$ cat src/rtl/pipeline_ctrl_reg_gen_if.sv
// Bus bundle for pipeline_ctrl_reg_gen: upstream control/handshake inputs and the
// registered slot outputs. The master drives the pipeline, the slave is the register.
interface pipeline_ctrl_reg_gen_if #(
    parameter int CTRL_W = 4,
    parameter int STAGES = 1,
    parameter int CNT_W  = 16
);
    localparam int OCC_W = $clog2(STAGES + 1);

    logic              valid_i;
    logic [CTRL_W-1:0] ctrl_i;
    logic              stall_i;
    logic              flush_i;
    logic              flush_all_i;
    logic              cnt_clr_i;
    logic              valid_o;
    logic [CTRL_W-1:0] ctrl_o;
    logic [OCC_W-1:0]  occupancy_o;
    logic [CNT_W-1:0]  bubble_cnt_o;

    modport master (
        output valid_i, ctrl_i, stall_i, flush_i, flush_all_i, cnt_clr_i,
        input  valid_o, ctrl_o, occupancy_o, bubble_cnt_o
    );

    modport slave (
        input  valid_i, ctrl_i, stall_i, flush_i, flush_all_i, cnt_clr_i,
        output valid_o, ctrl_o, occupancy_o, bubble_cnt_o
    );
endinterface

$ cat src/rtl/pipeline_ctrl_reg_gen.sv
// Control-bundle pipeline register: STAGES slots with stall, flush, global kill,
// write-enable squash of bubbles, occupancy and a saturating bubble counter.
module pipeline_ctrl_reg_gen #(
    parameter int                CTRL_W  = 4,
    parameter int                STAGES  = 1,
    parameter logic [CTRL_W-1:0] WE_MASK = 4'b0011,
    parameter int                CNT_W   = 16
) (
    input  logic                    clk_i,
    input  logic                    rst_n_i,
    pipeline_ctrl_reg_gen_if.slave  bus
);
    localparam int               OCC_W   = $clog2(STAGES + 1);
    localparam logic [CNT_W-1:0] CNT_MAX = {CNT_W{1'b1}};

    // Side-effect bits of an invalid bundle are cleared so a bubble can never write.
    function automatic logic [CTRL_W-1:0] squash_we(input logic vld, input logic [CTRL_W-1:0] ctrl);
        logic [CTRL_W-1:0] res;
        if (vld) begin
            res = ctrl;
        end else begin
            res = ctrl & ~WE_MASK;
        end
        return res;
    endfunction

    function automatic logic [OCC_W-1:0] popcount(input logic [STAGES-1:0] v);
        logic [OCC_W-1:0] cnt;
        cnt = {OCC_W{1'b0}};
        for (int i = 0; i < STAGES; i++) begin
            cnt = cnt + OCC_W'(v[i]);
        end
        return cnt;
    endfunction

    logic [STAGES-1:0]             slot_v_r;
    logic [STAGES-1:0]             slot_v_s;
    logic [STAGES-1:0][CTRL_W-1:0] slot_c_r;
    logic [STAGES-1:0][CTRL_W-1:0] slot_c_s;
    logic [OCC_W-1:0]              occ_r;
    logic [CNT_W-1:0]              bubble_cnt_r;
    logic [CNT_W-1:0]              bubble_cnt_s;

    // Slot next-state: kill, stall(+flush), flush, or normal advance.
    always_comb begin
        slot_v_s = slot_v_r;
        slot_c_s = slot_c_r;
        if (bus.flush_all_i) begin
            slot_v_s = {STAGES{1'b0}};
            slot_c_s = '0;
        end else if (bus.stall_i) begin
            if (bus.flush_i) begin
                slot_v_s[0] = 1'b0;
                slot_c_s[0] = {CTRL_W{1'b0}};
            end else begin
                slot_v_s = slot_v_r;
            end
        end else begin
            for (int k = 1; k < STAGES; k++) begin
                slot_v_s[k] = slot_v_r[k-1];
                slot_c_s[k] = slot_c_r[k-1];
            end
            if (bus.flush_i) begin
                slot_v_s[0] = 1'b0;
                slot_c_s[0] = {CTRL_W{1'b0}};
            end else begin
                slot_v_s[0] = bus.valid_i;
                slot_c_s[0] = squash_we(bus.valid_i, bus.ctrl_i);
            end
        end
    end

    // Bubble counter next value; a stalled cycle is not counted as a bubble.
    always_comb begin
        bubble_cnt_s = bubble_cnt_r;
        if (bus.cnt_clr_i) begin
            bubble_cnt_s = {CNT_W{1'b0}};
        end else if (!slot_v_r[STAGES-1] && !bus.stall_i && (bubble_cnt_r != CNT_MAX)) begin
            bubble_cnt_s = bubble_cnt_r + CNT_W'(1);
        end else begin
            bubble_cnt_s = bubble_cnt_r;
        end
    end

    // State registers: slots, occupancy and bubble counter.
    always_ff @(posedge clk_i or negedge rst_n_i) begin
        if (!rst_n_i) begin
            slot_v_r     <= {STAGES{1'b0}};
            slot_c_r     <= '0;
            occ_r        <= {OCC_W{1'b0}};
            bubble_cnt_r <= {CNT_W{1'b0}};
        end else begin
            slot_v_r     <= slot_v_s;
            slot_c_r     <= slot_c_s;
            occ_r        <= popcount(slot_v_s);
            bubble_cnt_r <= bubble_cnt_s;
        end
    end

    assign bus.valid_o      = slot_v_r[STAGES-1];
    assign bus.ctrl_o       = slot_c_r[STAGES-1];
    assign bus.occupancy_o  = occ_r;
    assign bus.bubble_cnt_o = bubble_cnt_r;
endmodule

$ cat src/flat_wrapper.sv
// flat-port wrapper written by rule: the top's interface ports become plain ports
module pipeline_ctrl_reg_gen_flat 
#(
    parameter int                CTRL_W  = 4,
    parameter int                STAGES  = 1,
    parameter logic [CTRL_W-1:0] WE_MASK = 4'b0011,
    parameter int                CNT_W   = 16
)
  (clk_i, rst_n_i, bus_valid_i, bus_ctrl_i, bus_stall_i, bus_flush_i, bus_flush_all_i, bus_cnt_clr_i, bus_valid_o, bus_ctrl_o, bus_occupancy_o, bus_bubble_cnt_o);
  pipeline_ctrl_reg_gen_if #(.CTRL_W(CTRL_W), .STAGES(STAGES), .CNT_W(CNT_W)) bus_i ();
  input  logic clk_i;
  input  logic rst_n_i;
  input wire logic [$bits(bus_i.valid_i)-1:0] bus_valid_i;
  input wire logic [$bits(bus_i.ctrl_i)-1:0] bus_ctrl_i;
  input wire logic [$bits(bus_i.stall_i)-1:0] bus_stall_i;
  input wire logic [$bits(bus_i.flush_i)-1:0] bus_flush_i;
  input wire logic [$bits(bus_i.flush_all_i)-1:0] bus_flush_all_i;
  input wire logic [$bits(bus_i.cnt_clr_i)-1:0] bus_cnt_clr_i;
  output wire logic [$bits(bus_i.valid_o)-1:0] bus_valid_o;
  output wire logic [$bits(bus_i.ctrl_o)-1:0] bus_ctrl_o;
  output wire logic [$bits(bus_i.occupancy_o)-1:0] bus_occupancy_o;
  output wire logic [$bits(bus_i.bubble_cnt_o)-1:0] bus_bubble_cnt_o;
  assign bus_i.valid_i = bus_valid_i;
  assign bus_i.ctrl_i = bus_ctrl_i;
  assign bus_i.stall_i = bus_stall_i;
  assign bus_i.flush_i = bus_flush_i;
  assign bus_i.flush_all_i = bus_flush_all_i;
  assign bus_i.cnt_clr_i = bus_cnt_clr_i;
  assign bus_valid_o = bus_i.valid_o;
  assign bus_ctrl_o = bus_i.ctrl_o;
  assign bus_occupancy_o = bus_i.occupancy_o;
  assign bus_bubble_cnt_o = bus_i.bubble_cnt_o;
  pipeline_ctrl_reg_gen #(.CTRL_W(CTRL_W), .STAGES(STAGES), .WE_MASK(WE_MASK), .CNT_W(CNT_W)) u_core (.clk_i(clk_i), .rst_n_i(rst_n_i), .bus(bus_i));
endmodule
$ cat config.mk
export PLATFORM = sky130hd
export DESIGN_NAME = pipeline_ctrl_reg_gen_flat
export DESIGN_NICKNAME = d
export VERILOG_FILES = /design/src/rtl/pipeline_ctrl_reg_gen_if.sv /design/src/rtl/pipeline_ctrl_reg_gen.sv /design/src/flat_wrapper.sv
export SDC_FILE = /design/constraint.sdc
export NUM_CORES = 1
export LEC_CHECK = 0
export BUFFER_PORTS_ARGS = -buffer_cell sky130_fd_sc_hd__buf_4
export CORE_ASPECT_RATIO = 1.1
export CORE_MARGIN = 1
export CORE_UTILIZATION = 28
export DETAILED_ROUTE_END_ITERATION = 10
export PLACE_DENSITY = 0.48
export SLEW_MARGIN = 20
export SYNTH_ARGS = -nofsm -noshare
export SYNTH_HDL_FRONTEND = slang
export SYNTH_SLANG_ARGS = --single-unit
export TNS_END_PERCENT = 30
$ cat constraint.sdc
create_clock -name clk_i -period 1.61 [get_ports clk_i]
set_input_delay 0.0805 -clock clk_i [delete_from_list [all_inputs] [get_ports clk_i]]
set_output_delay 0.0805 -clock clk_i [all_outputs]
set_load 0.005 [all_outputs]
==> flow_metrics.py <==
metrics = {
    "status": {
        "outcome": "finished, violations left",
        "violations": "setup timing",
    },
    "power": {
        "combPwrFrac_pct": 9.7,
        "pwr-share-seq_pct": 53.6,
        "power.switching_mw": 0.252,
        "switching_share_pct": 25.0,
        "powerDensity_nw_per_um2": 601,
        "total_leakage_power_nw": 0.732,
        "intPower_mw": 0.756,
        "finalPower_mw": 1.01,
        "clkPwrFrac_pct": 36.8,
        "peakVddDrop_mv": 0.218,
    },
    "cts": {
        "h-tree-depth": 1,
        "cts_buffers": 3,
        "path_clk_slew_ps": 90,
        "root_buffer": "clkbuf_8",
        "cts_tree": "yes",
        "clkLatencyLatePin_ps": 260,
        "cts_sinks": 21,
        "clock_path_buffers": 2,
    },
    "placement": {
        "dpl.hpwl_um": 2340,
        "placedCellCount": 215,
        "numPortBuffers": 32,
        "place_congestion": 0.795,
    },
    "setup_path": {
        "cp_data_arrival_time_ps": 1790,
        "endpoint_kind": "flop",
        "worstPathRequired_ps": 1780,
        "crit_family": "simple AND/OR/NAND/NOR gates",
        "critPathMaxStageDelay_ps": 360,
        "path_cells": "ha_2, nor3b_4, and3_4, a41oi_2, a211oi_1",
        "path_buf_inv": 0,
        "worst-path-max-fanout": 4,
        "cpMaxStageDelayCell": "dfrtp_1",
        "critPathLaunchType": "flop",
        "crit_type": "reg2reg",
    },
    "route": {
        "ant_nets": 0,
        "firstDrtPassIters": 4,
        "wl_um": 3170,
        "vias": 1180,
        "avgRoutedWirePerCell_um": 14.4,
        "routed_via_density": 5.34,
        "drc": 0,
        "drt_iter0_markers": 49,
    },
    "synth": {
        "netlist_area_um2": 1210,
        "yosysUniqueCellTypes": 42,
        "synth_edf_count": 0,
        "synth_seq_cells": 21,
        "synth_fp_nets": 135,
        "ys_async_sr_fraction_pct": 100,
        "seq_area_frac_synth_pct": 43.3,
        "synthCells": 123,
        "synth_ff_type": "dfrtp_1",
        "avgSynthCellArea_um2": 9.87,
        "yosys_warnings": 0,
    },
    "global_routing": {
        "first_global_vias": 1225,
        "grt.overflow.total": 0,
        "grt_max_degree": 22,
        "grt_pass1_wl_um": 5370,
        "grt_usage_pct": 14.9,
        "antenna_found_initial": 0,
    },
    "die": {
        "core.rowCount": 24,
        "die-area_um2": 4600,
        "initial_core_util_pct": 29.9,
        "top_level_ports": 33,
        "dieWidth_um": 64.8,
        "die_y_um": 71.1,
        "core_region_area_um2": 4050,
    },
    "layout": {
        "drive_gt1_share_pct": 43.8,
        "syn2layout_area_growth_pct": 38.4,
        "utilization_pct": 41.4,
        "final_cells": 221,
        "nets": 182,
        "antenna_cells": 0,
    },
    "hold_path": {
        "hold_path.class": "in2reg",
    },
    "timing": {
        "relSlewSlack_pct": 79.5,
        "fmax_ghz": 0.618,
        "finalSetupTns_ps": -8.25,
        "hold-worst-slack_ps": 4.89,
        "worst_clock_skew_ps": 4.94,
        "fin_crit_sh_pct": 101,
        "hold_viol": 0,
        "fin_ws_ps": -8.25,
        "tightest_slew_ps": 307,
        "setup_viol_count_final": 1,
        "grt_setup_unrepaired": "true",
        "slew_viol_final": 0,
        "fin_crit_ps": 1620,
    },
    "run": {
        "cap_violations": 0,
    },
}
[path summary, 6_finish.rpt]
check,end,depth (start not counted),start,slack (ps)
setup / recovery,u_core.bus.bubble_cnt_o[10],5,u_core.bus.bubble_cnt_o[1],-8
hold / removal,u_core.bus.ctrl_o[1],2,bus_flush_all_i,5
setup reg to reg,u_core.bus.bubble_cnt_o[10],5,u_core.bus.bubble_cnt_o[1],-8
hold reg to reg,u_core.bus.bubble_cnt_o[10],1,u_core.bus.bubble_cnt_o[10],580
max in group asynchronous,u_core.bus.valid_o,2,rst_n_i,1140
min in group asynchronous,u_core.bus.bubble_cnt_o[8],2,rst_n_i,230
[per-stage QoR]
stage	cell area [µm²]	worst slack, ps
finish	1680	-8.25
global route	1680	-111
detailed placement	1580	-39.6
global placement	1580	28.6
floorplan	1210	37.7
CTS	1640	5.82
[routing by layer]
layer | GRT usage (%) | part of all wire [%]
met4 | 4.20 | 0.60
met3 | 2.90 | 4.5
met2 | 27.8 | 52
met5 | 0 | 0
met1 | 16.9 | 43
[registers in the layout, indices dropped and copies added (netlist names)]
register	count
u_core.bus.bubble_cnt_o	16
u_core.bus.ctrl_o	4
u_core.bus.valid_o	1
[layout by cell type, fill, tap and decap left out, drive strengths merged, types with 2 or more instances in the layout]
master / Yosys / layout
buf: 7 / 49
dfrtp: 21 / 21
a21oi: 14 / 14
nor3: 13 / 13
nand3: 7 / 7
o21ai: 6 / 6
nand4: 6 / 6
or3: 6 / 6
nand2: 5 / 5
and4: 5 / 5
nor2: 4 / 4
nor4: 4 / 4
mux2i: 3 / 3
clkbuf: 1 / 3
and3: 3 / 3
nand2b: 2 / 2
a31oi: 2 / 2
[synthesized netlist by cell type (all sizes together) (2+ instances only)]
library cell / number / area (µm²)
dfrtp: 21 / 526
a21oi: 14 / 70.1
nor3: 13 / 70.1
buf: 7 / 46.3
nand3: 7 / 52.6
nand4: 6 / 50.0
o21ai: 6 / 30.0
or3: 6 / 38.8
and4: 5 / 46.3
nand2: 5 / 18.8
nor2: 4 / 15.0
nor4: 4 / 37.5
and3: 3 / 25.0
mux2i: 3 / 30.0
a31oi: 2 / 12.5
nand2b: 2 / 12.5
[power groups by stage]
stage / Clock (mW) / Sequential, mW / Combinational, mW
after CTS: 0.373 / 0.540 / 0.0995
after floorplan: 0 / 0.552 / 0.0366
final: 0.371 / 0.540 / 0.0978
after global routing: 0.400 / 0.541 / 0.112
after detailed placement: 0 / 0.550 / 0.0964
after global placement: 0 / 0.550 / 0.0949
[cell families (layout without fill, tap and decap cells)]
logic type                 count (synthesis)  count (layout)  share of synthesized area [%]
AOI/OAI and AO/OA                         28              28                           13.3
buffers and inverters                      9              55                           5.26
muxes                                      3               3                           2.47
adders and majority gates                  1               1                           1.03
and+or+nand+nor                           61              61                           34.6
DFF                                       21              21                           43.3
[cell type report]
type	count	area, µm²
fill	425	2370
multi-input combinational	93	659
sequential	21	527
timing repair buffer	50	378
tap	52	65.1
clock buffer	3	41.3
clock inverter	1	5.00
inverter	1	3.75
[what timing repair did]
action,4_1_cts,5_1_grt
setup endpoints to repair,5,9
endpoints found under the hold margin,21,0
gates resized for setup,1,8
hold buffers,1,0
pin swaps,0,4
buffers inserted,0,1
(Power assumes the default switching activity.)
